**config.mk**
```make
export PLATFORM = sky130hd
export DESIGN_NAME = bus_arbiter_rr_flat
export DESIGN_NICKNAME = d
export VERILOG_FILES = /design/src/rtl/bus_arbiter_rr_if.sv /design/src/rtl/bus_arbiter_rr.sv /design/src/flat_wrapper.sv
export SDC_FILE = /design/constraint.sdc
export NUM_CORES = 1
export LEC_CHECK = 0
export ABC_AREA = 1
export CAP_MARGIN = 30
export CORE_AREA = 2 2 44 46
export CTS_CLUSTER_SIZE = 8
export DETAILED_ROUTE_END_ITERATION = 12
export DIE_AREA = 0 0 46 48
export GPL_ROUTABILITY_DRIVEN = 0
export HOLD_SLACK_MARGIN = 0.06
export MAX_ROUTING_LAYER = met4
export PLACE_DENSITY = 0.77
export RECOVER_POWER = 100
export SYNTH_ARGS = -nofsm -noshare
export SYNTH_HDL_FRONTEND = slang
export SYNTH_SLANG_ARGS = --single-unit
```
**constraint.sdc**
```tcl
create_clock -name system_clock -period 2.4 [get_ports system_clock]
set_input_delay 0.72 -clock system_clock [delete_from_list [all_inputs] [get_ports system_clock]]
set_output_delay 0.72 -clock system_clock [all_outputs]
set_load 0.02 [all_outputs]
```
**src/rtl/bus_arbiter_rr_if.sv**
```systemverilog
// bus_arbiter_rr_if
// Groups the request/grant handshake and the bus transaction strobes shared
// between the requesting masters and the round-robin bus arbiter.
//
// Signals:
//   request             per-master level request (masters -> arbiter)
//   granted             one-hot registered grant (arbiter -> masters)
//   begin_transactionIN bus begin strobe from the granted master
//   end_transactionIN   bus end strobe
//   errorIN             bus error, terminates the transaction
//   active_master       index of the current or last grantee
//   bus_idle            high when no grant is active
//   timeout_pulse       one-cycle pulse when a grant is revoked by timeout
//
// Modports:
//   master  the requesting side (drives request and strobes)
//   slave   the arbiter side (drives grant and status)
interface bus_arbiter_rr_if #(
  parameter int NUM_MASTERS = 4
);
  localparam int IdxW = $clog2(NUM_MASTERS);

  logic [NUM_MASTERS-1:0] request;
  logic [NUM_MASTERS-1:0] granted;
  logic                   begin_transactionIN;
  logic                   end_transactionIN;
  logic                   errorIN;
  logic [IdxW-1:0]        active_master;
  logic                   bus_idle;
  logic                   timeout_pulse;

  modport master (
    output request,
    output begin_transactionIN,
    output end_transactionIN,
    output errorIN,
    input  granted,
    input  active_master,
    input  bus_idle,
    input  timeout_pulse
  );

  modport slave (
    input  request,
    input  begin_transactionIN,
    input  end_transactionIN,
    input  errorIN,
    output granted,
    output active_master,
    output bus_idle,
    output timeout_pulse
  );
endinterface

```
**src/rtl/bus_arbiter_rr.sv**
```systemverilog
// bus_arbiter_rr
// Round-robin arbiter sharing the single system bus master port among
// NUM_MASTERS requesters. A one-hot grant is issued from IDLE, held through
// the whole bus transaction (tracked by the begin/end/error strobes), then
// dropped for one turnaround cycle while the priority pointer rotates past
// the master just served.
//
// Ports:
//   system_clock  bus clock, all state on the rising edge
//   system_reset  asynchronous, active-low reset
//   arb_if        bus_arbiter_rr_if.slave: request, strobes in;
//                 granted, active_master, bus_idle, timeout_pulse out
//
// Parameters:
//   NUM_MASTERS    number of requesters (2..8)
//   GRANT_TIMEOUT  cycles a grant may sit in GRANTED without a begin strobe
//
// Optional feature macro: ARB_GRANT_TIMEOUT_EN
//   Defined:   an unused grant is revoked after GRANT_TIMEOUT cycles and
//              timeout_pulse fires for one cycle alongside the revocation.
//   Undefined: a grant waits indefinitely; timeout_pulse is tied low.
module bus_arbiter_rr #(
  parameter int NUM_MASTERS   = 4,
  parameter int GRANT_TIMEOUT = 16
) (
  input logic             system_clock,
  input logic             system_reset,
  bus_arbiter_rr_if.slave arb_if
);
  localparam int IdxW = $clog2(NUM_MASTERS);

  typedef enum logic [1:0] {
    IDLE,
    GRANTED,
    BUSY,
    RELEASE
  } state_t;

  state_t                 state_q;
  logic [NUM_MASTERS-1:0] granted_q;
  logic [IdxW-1:0]        activeMaster_q;
  logic [IdxW-1:0]        lastPtr_q;
  logic                   timeoutPulse_q;
  logic [IdxW-1:0]        winner_d;
  logic                   winnerValid_d;
  logic                   timeoutHit;
  logic                   txnDone;

  // Single-beat transactions and normal completions both end on end or error.
  assign txnDone = arb_if.end_transactionIN | arb_if.errorIN;

`ifdef ARB_GRANT_TIMEOUT_EN
  localparam int CntW = $clog2(GRANT_TIMEOUT + 1);
  logic [CntW-1:0] grantCount_q;

  // The counter holds the number of completed GRANTED cycles, so the cycle in
  // which it reads GRANT_TIMEOUT-1 is the one whose edge makes it reach the
  // limit; that edge revokes the grant.
  assign timeoutHit = (grantCount_q == CntW'(GRANT_TIMEOUT - 1));
`else
  // GRANT_TIMEOUT is never negative, so this is constant 0; referencing it
  // keeps the parameter in use when the timeout is compiled out.
  assign timeoutHit = (GRANT_TIMEOUT < 0);
`endif

  // Rotating priority scan: start one past the last grantee and take the
  // first requesting master, wrapping around the end of the vector.
  always_comb begin
    winner_d      = '0;
    winnerValid_d = 1'b0;
    for (int i = 1; i <= NUM_MASTERS; i++) begin
      if (!winnerValid_d && arb_if.request[(int'(lastPtr_q) + i) % NUM_MASTERS]) begin
        winner_d      = IdxW'((int'(lastPtr_q) + i) % NUM_MASTERS);
        winnerValid_d = 1'b1;
      end
    end
  end

  // Arbitration FSM. Every output is registered here so grant edges are clean
  // even when requests change in the cycle the decision is taken. Grants are
  // cleared on the transition into RELEASE so the bus sees a full turnaround
  // cycle with no owner.
  always_ff @(posedge system_clock or negedge system_reset) begin
    if (!system_reset) begin
      state_q        <= IDLE;
      granted_q      <= '0;
      activeMaster_q <= '0;
      lastPtr_q      <= IdxW'(NUM_MASTERS - 1);
      timeoutPulse_q <= 1'b0;
`ifdef ARB_GRANT_TIMEOUT_EN
      grantCount_q   <= '0;
`endif
    end else begin
      timeoutPulse_q <= 1'b0;
      case (state_q)
        IDLE: begin
          if (winnerValid_d) begin
            state_q        <= GRANTED;
            granted_q      <= {{(NUM_MASTERS-1){1'b0}}, 1'b1} << winner_d;
            activeMaster_q <= winner_d;
`ifdef ARB_GRANT_TIMEOUT_EN
            grantCount_q   <= '0;
`endif
          end
        end
        GRANTED: begin
`ifdef ARB_GRANT_TIMEOUT_EN
          grantCount_q <= grantCount_q + 1'b1;
`endif
          if (arb_if.begin_transactionIN) begin
            if (txnDone) begin
              state_q   <= RELEASE;
              granted_q <= '0;
            end else begin
              state_q <= BUSY;
            end
          end else if (timeoutHit) begin
            state_q        <= RELEASE;
            granted_q      <= '0;
            timeoutPulse_q <= 1'b1;
          end else if (!arb_if.request[activeMaster_q]) begin
            state_q   <= RELEASE;
            granted_q <= '0;
          end
        end
        BUSY: begin
          if (txnDone) begin
            state_q   <= RELEASE;
            granted_q <= '0;
          end
        end
        RELEASE: begin
          lastPtr_q <= activeMaster_q;
          state_q   <= IDLE;
        end
        default: begin
          state_q   <= IDLE;
          granted_q <= '0;
        end
      endcase
    end
  end

  assign arb_if.granted       = granted_q;
  assign arb_if.active_master = activeMaster_q;
  assign arb_if.bus_idle      = ~|granted_q;
  assign arb_if.timeout_pulse = timeoutPulse_q;

endmodule

```
**src/flat_wrapper.sv**
```systemverilog
// flat-port wrapper written by rule: the top's interface ports become plain ports
module bus_arbiter_rr_flat 
#(
  parameter int NUM_MASTERS   = 4,
  parameter int GRANT_TIMEOUT = 16
)
  (system_clock, system_reset, arb_if_request, arb_if_begin_transactionIN, arb_if_end_transactionIN, arb_if_errorIN, arb_if_granted, arb_if_active_master, arb_if_bus_idle, arb_if_timeout_pulse);
  bus_arbiter_rr_if #(.NUM_MASTERS(NUM_MASTERS)) arb_if_i ();
  input logic system_clock;
  input logic system_reset;
  input wire logic [$bits(arb_if_i.request)-1:0] arb_if_request;
  input wire logic [$bits(arb_if_i.begin_transactionIN)-1:0] arb_if_begin_transactionIN;
  input wire logic [$bits(arb_if_i.end_transactionIN)-1:0] arb_if_end_transactionIN;
  input wire logic [$bits(arb_if_i.errorIN)-1:0] arb_if_errorIN;
  output wire logic [$bits(arb_if_i.granted)-1:0] arb_if_granted;
  output wire logic [$bits(arb_if_i.active_master)-1:0] arb_if_active_master;
  output wire logic [$bits(arb_if_i.bus_idle)-1:0] arb_if_bus_idle;
  output wire logic [$bits(arb_if_i.timeout_pulse)-1:0] arb_if_timeout_pulse;
  assign arb_if_i.request = arb_if_request;
  assign arb_if_i.begin_transactionIN = arb_if_begin_transactionIN;
  assign arb_if_i.end_transactionIN = arb_if_end_transactionIN;
  assign arb_if_i.errorIN = arb_if_errorIN;
  assign arb_if_granted = arb_if_i.granted;
  assign arb_if_active_master = arb_if_i.active_master;
  assign arb_if_bus_idle = arb_if_i.bus_idle;
  assign arb_if_timeout_pulse = arb_if_i.timeout_pulse;
  bus_arbiter_rr #(.NUM_MASTERS(NUM_MASTERS), .GRANT_TIMEOUT(GRANT_TIMEOUT)) u_core (.system_clock(system_clock), .system_reset(system_reset), .arb_if(arb_if_i));
endmodule
```
Word level (Yosys, flattened, before mapping). Cells that the tools add are included. Widths: inputs -> output; s select.

Add/subtract/negate cells: 4. Magnitude comparators: 5. Eq/ne operators: 6. Shift operators: 1. Mux-type cells: 33. Bitwise logic cells: 5. Reduce and logical (&&, ||, !) cells: 17.

Operators by type and width (number): $lt 3x4->1 const B (4); $mux 2 (8); $mux 4 (4); $mux 1 (14); $pmux 4 s3 (1); $bmux 1 s2 (5); $pmux 2 s4 (1); $reduce_or 2->1 (4); $reduce_and 3->1 (2); $add 2x1->2 const B (2); $add 2x2->2 const B (2); $and 1x1->1 const A (4); $eq 2x2->1 const B (2); $logic_not 1->1 (4); $ne 2x1->1 const B (2); $reduce_or 4->1 (1); $shl 1x2->4 const A (1); $logic_and 1x1->1 (3); $lt 2x3->1 const B (1); $ne 3x3->1 const B (1); $reduce_bool 3->1 (1); $eq 2x1->1 const B (1); $logic_not 2->1 (1); $reduce_and 2->1 (1); $or 1x1->1 (1).

Bits in registers: 10. Input bits: 9. Word-level logic and storage cells: 75.

Depth between registers and ports, before layout.
Depth after elaboration: 19. Mapped depth: 14. Depth with buffers taken out: 13.

Least setup slack after synthesis. Ideal clock, no wire load.

Kind: register to output. From: register u_core.granted_q[0] (netlist: u_core.arb_if.granted[0]). To: output arb_if_bus_idle. Arrival: 1199 ps. Path slack: 481 ps. Stages on the path, launching flop included: 2. Buffers on the path: 0. Cell sequence: dfrtp_1 > nor4_1.

Longest elaborated chain between the ends: 2.

Ends and longest elaborated chain: start, declared (line bus_arbiter_rr.sv:40) `logic [NUM_MASTERS-1:0] granted_q;`; start signal, assigned (line bus_arbiter_rr.sv:99) `granted_q <= {{(NUM_MASTERS-1){1'b0}}, 1'b1} << winner_d;`; $reduce_or 4->1 (line bus_arbiter_rr.sv:146) `assign arb_if.bus_idle = ~|granted_q;`; $logic_not 1->1 (line bus_arbiter_rr.sv:146); end, declared (line flat_wrapper.sv:17) `output wire logic [$bits(arb_if_i.bus_idle)-1:0] arb_if_bus_idle;`.

No other way between the ends.

Worst setup path after layout. Ends and elaborated chain as after synthesis.

==> reports/metrics.csv <==
stage;metric;value;unit
sta;hold_viol;0;
place;placedCellCount;163;
global_route;grt_first_pass_wirelength;3.02;mm
sta;period_needed;2.30;ns
clock_tree;cts_tree;done;
sta;timing.setup.tns;0;ns
worst_setup_path;critPathSlowestCell;clkdlybuf4s50_1;
pwr;leakage;0.564;nW
worst_setup_path;slowest_delay;0.64;ns
worst_setup_path;cp_max_fo;3;
sta;timing.final.crit_share;0.959;
finish;diodes;0;
worst_setup_path;worstSetupStartpointType;register;
place;port_buffers;15;
die;core_area;1690;µm²
worst_hold_path;holdPathStages;2;
finish;fin_cells;167;
yosys;synth-edff-count;0;
finish;fillers;165;
pwr;pwr-share-clk;0.108;
place;dp_hpwl;1.49;mm
worst_hold_path;hold_start;u_core.arb_if.granted[0];
routing;post-route-drc-count;0;
finish;drive_above_1_share;0.127;
yosys;synth_cells;133;
clock_tree;clockBufferDepth;2;
worst_setup_path;critPathRequiredTime;1.68;ns
finish;nets;165;
sta;rsz0062_at_grt;no;
worst_setup_path;path_class;reg2out;
yosys;dominantRegCellSynth;dfrtp_1;
sta;setup_viol;0;
sta;clock_skew;0.00932;ns
pwr;power;1.40;mW
clock_tree;cts-root-buf;clkbuf_4;
yosys;seq_area_frac_synth;0.291;
routing;drt_first_pass_iters;4;
routing;vias;857;
status;status;complete, no violations;
die;dieArea;2210;µm²
pwr;peakVddDrop;0.842;mV
sta;fmax;434;MHz
global_route;grt_antenna_before_repair;0;
worst_hold_path;hp-class;reg2reg;
yosys;synthArstFlopShare;1.00;
pwr;switching_share;0.524;
clock_tree;cts_sinks;10;
yosys;yosys_warnings;0;
routing;postRouteAntennaNets;0;
worst_setup_path;path_cells;nor4_1, clkdlybuf4s50_1;
routing;wl;1.81;mm
worst_setup_path;worstRegToRegCells;10;
finish;synthToLayoutAreaGrowth;20.5;%
clock_tree;cts_made_buffers;3;
worst_setup_path;crit_arrival;1.58;ns
worst_setup_path;r2r-start;u_core.lastPtr_q[0];
global_route;grt_max_degree;11;
yosys;yosysUniqueCellTypes;24;
die;initial_core_util;0.514;
global_route;grt_pass1_vias;740;
routing;wl_per_cell;10.9;µm
die;fp.dieH;48;µm
global_route;grt_overflow_total;0;
clock_tree;postCtsHoldBufs;0;
die;io_pins;17;
pwr;intPower;0.668;mW
yosys;syn_area_per_cell;6.53;µm²
clock_tree;insertion_delay;0.27;ns
sta;drv_slew;0;
die;die_w;46;µm
routing;via_per_inst;5.13;
yosys;synth_fp_nets;147;
clock_tree;post-cts-setup-buffer-count;0;
yosys;ys_ff_latch;10;
die;rows;15;
job;cap_violations;0;
routing;drtIter0Drc;27;
clock_tree;cts_resized;0;
worst_setup_path;startpoint;u_core.arb_if.granted[0];
finish;utilization;0.619;
worst_setup_path;worst_setup_path_end_kind;output pin;
global_route;track_usage;0.203;
pwr;p_switching;0.736;mW
clock_tree;clk_pin_slew;0.07;ns
pwr;p_per_area;1340;nW/µm²
pwr;pwr-share-seq;0.242;
yosys;syn_area;868;µm²
clock_tree;htreeDepth;1;
pwr;combPwrFrac;0.650;
==> worst max-delay path: cells and delay by family (launching register included) <==
kind,cells,cell delay (ns)
buf+inv,1,0.64
flops,1,0.39
simple gates,1,0.27
==> layout by cell type, fill, tap and decap left out, types with 2 or more instances in the layout <==
cell / count
o21ai_0: 8
o21ai_1: 4
nand2_2: 7
dlygate4sd3_1: 8
clkbuf_4: 3
inv_2: 2
clkdlybuf4s50_1: 7
a21oi_1: 2
dfrtp_1: 8
nand4_1: 3
inv_1: 14
ha_1: 5
nand2_1: 46
nor2_1: 7
nand3_1: 15
==> power by group through the flow <==
stage | registers, mW | clock network [mW] | logic [mW]
after floorplan | 0.343 | 0 | 0.717
after global placement | 0.344 | 0 | 0.921
after detailed placement | 0.347 | 0 | 0.950
after CTS | 0.344 | 0.153 | 0.957
after global routing | 0.350 | 0.165 | 1.05
final | 0.339 | 0.151 | 0.913
==> synthesized netlist by cell type, types with 3 or more instances <==
cell type | number | area share
o21ai_1 | 5 | 0.029
inv_2 | 3 | 0.013
nor2_1 | 6 | 0.026
o21ai_0 | 7 | 0.040
nand2_1 | 45 | 0.19
dfrtp_1 | 8 | 0.23
nand2_2 | 8 | 0.058
ha_1 | 5 | 0.072
nand3_1 | 15 | 0.086
inv_1 | 13 | 0.056
==> metrics by stage <==
| stage | hold WS (ns) | cell area [µm²] | setup slack [ns] |
|---|---|---|---|
| after floorplan | 0.424 | 868 | 0.481 |
| after global placement | 0.527 | 1020 | 0.161 |
| after detailed placement | 0.529 | 1020 | 0.114 |
| after CTS | 0.543 | 1060 | 0.0699 |
| after global routing | 0.590 | 1050 | 0.00991 |
| final | 0.537 | 1050 | 0.0975 |
==> layout make-up <==
class / instances / area, µm² / share of cell area
Multi-Input combinational cell: 104 / 517 / 0.494
Sequential cell: 10 / 253 / 0.242
Timing Repair Buffer: 15 / 150 / 0.144
Inverter: 17 / 68.8 / 0.0658
Clock buffer: 4 / 36.3 / 0.0347
Tap cell: 17 / 21.3 / 0.0203
==> metal layers <==
metal / vias to the layer above / track usage / share of wire
li1: 453 / - / -
met1: 374 / 0.232 / 0.44
met2: 26 / 0.322 / 0.48
met3: 4 / 0.0830 / 0.069
met4: 0 / 0.0686 / 0.012
met5: - / - / 0
==> sequential cells by signal, summed over array words and instances, names as in the netlist <==
register,cells
u_core.arb_if.active_master,2
u_core.arb_if.granted,4
u_core.lastPtr_q,2
u_core.state_q,2
==> worst paths after layout <==
kind                            slack, ns                        endpoint
worst min-delay path                 0.54        u_core.arb_if.granted[0]
worst max register to register       0.45               u_core.state_q[0]
min in group asynchronous            0.81  u_core.arb_if.active_master[1]
worst min register to register       0.54        u_core.arb_if.granted[0]
worst max-delay path                  0.1                 arb_if_bus_idle
max in group asynchronous            1.26             u_core.lastPtr_q[1]
==> cells by family after synthesis <==
logic type               synth area share
AND/OR/NAND/NOR                     0.441
buffers and inverters               0.101
AO/OA/AOI/OAI                      0.0908
flip-flops                          0.291
adder cells (fa/ha/maj)            0.0720
other                             0.00432
(Power assumes the default switching activity.)
==> RTL edit 1 (config.mk and constraints unchanged) <==
Reset style: synchronous (`system_reset`), changed in one clocked block. Comments in the files are not updated.
--- a/src/rtl/bus_arbiter_rr.sv
+++ b/src/rtl/bus_arbiter_rr.sv
@@ -81,5 +81,5 @@
   // cleared on the transition into RELEASE so the bus sees a full turnaround
   // cycle with no owner.
-  always_ff @(posedge system_clock or negedge system_reset) begin
+  always_ff @(posedge system_clock) begin
     if (!system_reset) begin
       state_q        <= IDLE;
Check against the original RTL: differs if system_reset is asserted again (counterexample within 4 cycles, from zero or initial values and one cycle with system_reset low); with system_reset held inactive, the same outputs for 4 cycles.
==> RTL edit 1 against the unedited design <==
  * Total power down 15%
  * Final area up 2.3%
  * Synthesized cell count up 9.0%
  * Sequential cell count unchanged
  * Routed wire length up 11%
  * Die area unchanged
  * Worst setup slack better by 0.036 ns
  * Area after synthesis up 2.3%
  * Non-clock buffer count unchanged
==> RTL edit 1: results (changes against the unedited design) <==
Synthesis
  – Synth cell types: 25 (was 24)
  – Syn avg cell area: 6.13 um^2 (was 6.53 um^2)
  – Ys async rst share: 0% (was 100%)
  – Synth Flop Type: dfxtp_1 (was dfrtp_1)
  – Sequential fraction of the synthesis area: 22.5% (was 29.1%)
  – Area contributors post-synth: dfxtp_1 (23%), nand2_1 (19%), a21oi_1 (6.8%) (was dfrtp_1 (23%), nand2_1 (19%), nand3_1 (8.6%))
  – Most frequent cells after synthesis: nand2_1 (45), inv_1 (16), a21oi_1 (12), nand3_1 (12), dfxtp_1 (10) (was nand2_1 (45), nand3_1 (15), inv_1 (13), dfrtp_1 (8), nand2_2 (8))

Routing
  – Initial drt markers: 25 (was 27)
  – DR vias: 963 (was 857)
  – WL/cell: 11.3 um (was 10.9 um)
  – Final WL: 2020 um (was 1810 um)

CTS
  – CTS max path bufs: 2 (unchanged)

Power and ir drop
  – Leak: 0.551 nW (was 0.564 nW)
  – VDD IR max: 0.453 mV (was 0.842 mV)

Timing
  – Worst clock skew: 0.00513 ns (was 0.00932 ns)
  – Setup TNS: 0 ns (unchanged)

Critical path
  – Crit path largest cell delay: 0.71 ns (was 0.64 ns)
  – Arr. time, crit path: 1.55 ns (was 1.58 ns)
  – CP max-delay cell: dlygate4sd3_1 (was clkdlybuf4s50_1)

Place
  – Placed Instances: 175 (was 163)
  – DP HPWL: 1670 um (was 1490 um)
  – Pre-CTS setup slack: 0.106 ns (was 0.114 ns)
  – Placed Area: 1040 um^2 (was 1020 um^2)

Global routing
  – GRT Overall Usage: 21.0% (was 20.3%)
  – First-pass GRT wire length: 3300 um (was 3020 um)
  – Vias in the first global route: 768 (was 740)
  – Largest net degree at the start of global routing: 10 (was 11)

Final layout
  – Fill count: 157 (was 165)
  – Layout cells sized above 1: 11.7% (was 12.7%)

Status
  – Status: finished, final reports clean (unchanged)
==> RTL edit 1: cell types whose count changed after synthesis, moves of 3 or more <==
cell     change
inv_1        +3
nand3_1      -3
a21oi_1     +10
o21ai_1      -4
dfrtp_1      -8
dfxtp_1     +10
==> RTL edit 1: cells by family (layout without fill, tap and decap cells) <==
| family | Yosys count | after routing | share of synthesized area, % |
|---|---|---|---|
| simple gates | 86 | 86 | 47.9 |
| compound gates | 23 | 23 | 13.5 |
| buf+inv | 21 | 38 | 10.0 |
| flops | 10 | 10 | 22.5 |
| fa+ha+maj | 4 | 4 | 5.63 |
| other cells | 1 | 1 | 0.422 |
==> RTL edit 1: final timing paths <==
check,cells past startpoint,from,endpoint,slack [ns]
max,2,u_core.arb_if.granted[1],arb_if_bus_idle,0.13
max reg2reg,11,u_core.lastPtr_q[0],u_core.arb_if.granted[2],0.66
min reg2reg,2,u_core.arb_if.granted[1],u_core.arb_if.granted[1],0.49
min,2,u_core.arb_if.granted[1],u_core.arb_if.granted[1],0.49
==> RTL edit 1: report_power, final <==
part	internal, W	leakage (nW)	total (W)	switching, W
Combinational	0.000282	0.448	0.000754	0.000472
Clock	0.0000921	0.0210	0.000151	0.0000592
Sequential	0.000218	0.0822	0.000281	0.0000637
Total	0.000592	0.551	0.00119	0.000595
==> RTL edit 1: per-layer routing <==
metal,wire (um),vias up,GRT usage [%]
met5,0,-,-
li1,-,504,-
met1,964,429,28.3
met3,90,2,5.66
met4,4,0,3.43
met2,957,28,31.7
==> RTL edit 1: layout make-up <==
type	count	area [um^2]	share of cell area, %
multi-input combinational	114	588	55.0
timing repair buffer	15	150	14.0
clock buffer	4	36.3	3.39
sequential	10	200	18.7
inverter	19	73.8	6.90
tap	17	21.3	1.99
==> RTL edit 2 (same settings) <==
Without the edit above. `NUM_MASTERS` is set to 4 in 3 places; all go to 2.
--- a/src/rtl/bus_arbiter_rr_if.sv
+++ b/src/rtl/bus_arbiter_rr_if.sv
@@ -17,5 +17,5 @@
 //   slave   the arbiter side (drives grant and status)
 interface bus_arbiter_rr_if #(
-  parameter int NUM_MASTERS = 4
+  parameter int NUM_MASTERS = 2
 );
   localparam int IdxW = $clog2(NUM_MASTERS);
--- a/src/rtl/bus_arbiter_rr.sv
+++ b/src/rtl/bus_arbiter_rr.sv
@@ -21,5 +21,5 @@
 //   Undefined: a grant waits indefinitely; timeout_pulse is tied low.
 module bus_arbiter_rr #(
-  parameter int NUM_MASTERS   = 4,
+  parameter int NUM_MASTERS   = 2,
   parameter int GRANT_TIMEOUT = 16
 ) (
--- a/src/flat_wrapper.sv
+++ b/src/flat_wrapper.sv
@@ -2,5 +2,5 @@
 module bus_arbiter_rr_flat 
 #(
-  parameter int NUM_MASTERS   = 4,
+  parameter int NUM_MASTERS   = 2,
   parameter int GRANT_TIMEOUT = 16
 )
Ports: changed (resized arb_if_active_master, arb_if_granted and arb_if_request); port bits go from 17 to 12. No check against the original RTL was run, so the function may have changed too.
==> RTL edit 2 against the unedited design <==
  * Routed wire length shrank 48%
  * Worst setup slack better by 0.13 ns
  * Critical path type unchanged
  * Sequential cell count decreased by 4
  * Register-to-register slack improved by 0.62 ns
  * Highest routed layer is now met3
  * Area after synthesis is 43% lower
  * Largest cell class unchanged
  * Total power is 45% lower
  * Cell count shrank 39%
  * Clock power shrank 32%
  * Worst hold slack worse by 0.030 ns
  * Sequential share of layout area shrank 0.20 points
  * Final area down 40%
==> RTL edit 2: results (changes against the unedited design) <==
Status
  – Status: finished, final reports clean (unchanged)

Final layout
  – Fill count: 185 (was 165)
  – Footprint of the multi-input gates: 292 um^2 (was 517 um^2)
  – Seq_cells: 6 (was 10)
  – Nonclk buf count: 10 (was 15)
  – Area occupied by registers: 151 um^2 (was 253 um^2)
  – Multi-input gate share of total cell area: 46.1% (was 49.4%)
  – Inverters: 11 (was 17)
  – NonClk Buf Share: 15.8% (was 14.4%)

Critical path
  – R2R Path End: u_core.arb_if.granted[0] (was u_core.state_q[0])
  – Worst r2r src: u_core.state_q[0] (was u_core.lastPtr_q[0])
  – Arr. time, crit path: 1.46 ns (was 1.58 ns)
  – R2R depth: 7 (was 10)
  – Register-to-register setup slack: 1.07 ns (was 0.45 ns)

Routing
  – Initial drt markers: 4 (was 27)
  – Vias/cell: 4.39 (was 5.13)
  – WL/cell: 9.25 um (was 10.9 um)

Global routing
  – GRT Overall Usage: 10.4% (was 20.3%)
  – Largest net degree at the start of global routing: 7 (was 11)
  – First-pass GRT wire length: 1560 um (was 3020 um)
  – Vias in the first global route: 431 (was 740)

CTS
  – Clk_lat worst skew: 0.25 ns (was 0.27 ns)

Synthesis
  – Mapped Nets: 84 (was 147)
  – Sequential fraction of the synthesis area: 30.3% (was 29.1%)
  – Compound-cell area share of the yosys netlist: 5.01% (was 9.08%)
  – Syn avg cell area: 6.93 um^2 (was 6.53 um^2)
  – Synth Area in Adders: 12.5% (was 7.20%)
  – Area contributors post-synth: dfrtp_1 (25%), nand2_1 (20%), ha_1 (13%) (was dfrtp_1 (23%), nand2_1 (19%), nand3_1 (8.6%))
  – Most frequent cells after synthesis: nand2_1 (26), inv_1 (9), nand2_2 (6), dfrtp_1 (5), ha_1 (5) (was nand2_1 (45), nand3_1 (15), inv_1 (13), dfrtp_1 (8), nand2_2 (8))
  – Synth cell types: 17 (was 24)

Power and ir drop
  – Clock power frac: 13.2% (was 10.8%)
  – Switching pwr: 0.000361 W (was 0.000736 W)
  – VDD IR max: 0.288 mV (was 0.842 mV)
  – Pwr Total: 0.000768 W (was 0.00140 W)
  – P_seq: 0.000217 W (was 0.000339 W)

Timing
  – Worst clock skew: 0.00587 ns (was 0.00932 ns)
  – Min Hold Slack: 0.506 ns (was 0.537 ns)

Place
  – I/O Buffers: 10 (was 15)
  – DP HPWL: 794 um (was 1490 um)
  – Placed Instances: 98 (was 163)
  – Placed Area: 613 um^2 (was 1020 um^2)
  – Pre-CTS setup slack: 0.540 ns (was 0.114 ns)

Min path
  – Worst Hold End: u_core.lastPtr_q (was u_core.arb_if.granted[0])
==> RTL edit 2: metal layers <==
layer | GRT usage [%] | vias to the layer above | routed length (um)
met5 | - | - | 0
met4 | 1.71 | 0 | 0
met3 | 4.53 | 0 | 31
met2 | 19.7 | 10 | 513
met1 | 9.84 | 198 | 399
li1 | - | 240 | -
==> RTL edit 2: worst max path at each step <==
stage	from	to	slack (ns)	depth (start not counted)
after floorplan	u_core.arb_if.granted[1]	arb_if_bus_idle	0.89	1
after detailed placement	u_core.arb_if.granted[1]	arb_if_bus_idle	0.54	2
after global placement	u_core.arb_if.granted[1]	arb_if_bus_idle	0.55	2
final	u_core.arb_if.granted[1]	arb_if_bus_idle	0.22	2
after global routing	u_core.arb_if.granted[1]	arb_if_bus_idle	0.15	2
after CTS	u_core.arb_if.granted[1]	arb_if_bus_idle	0.26	2
==> RTL edit 2: critical path: stages, from the launching register on <==
cell and delay (ns):
dfrtp_1 0.42, nor2_1 0.12, dlygate4sd3_1 0.67
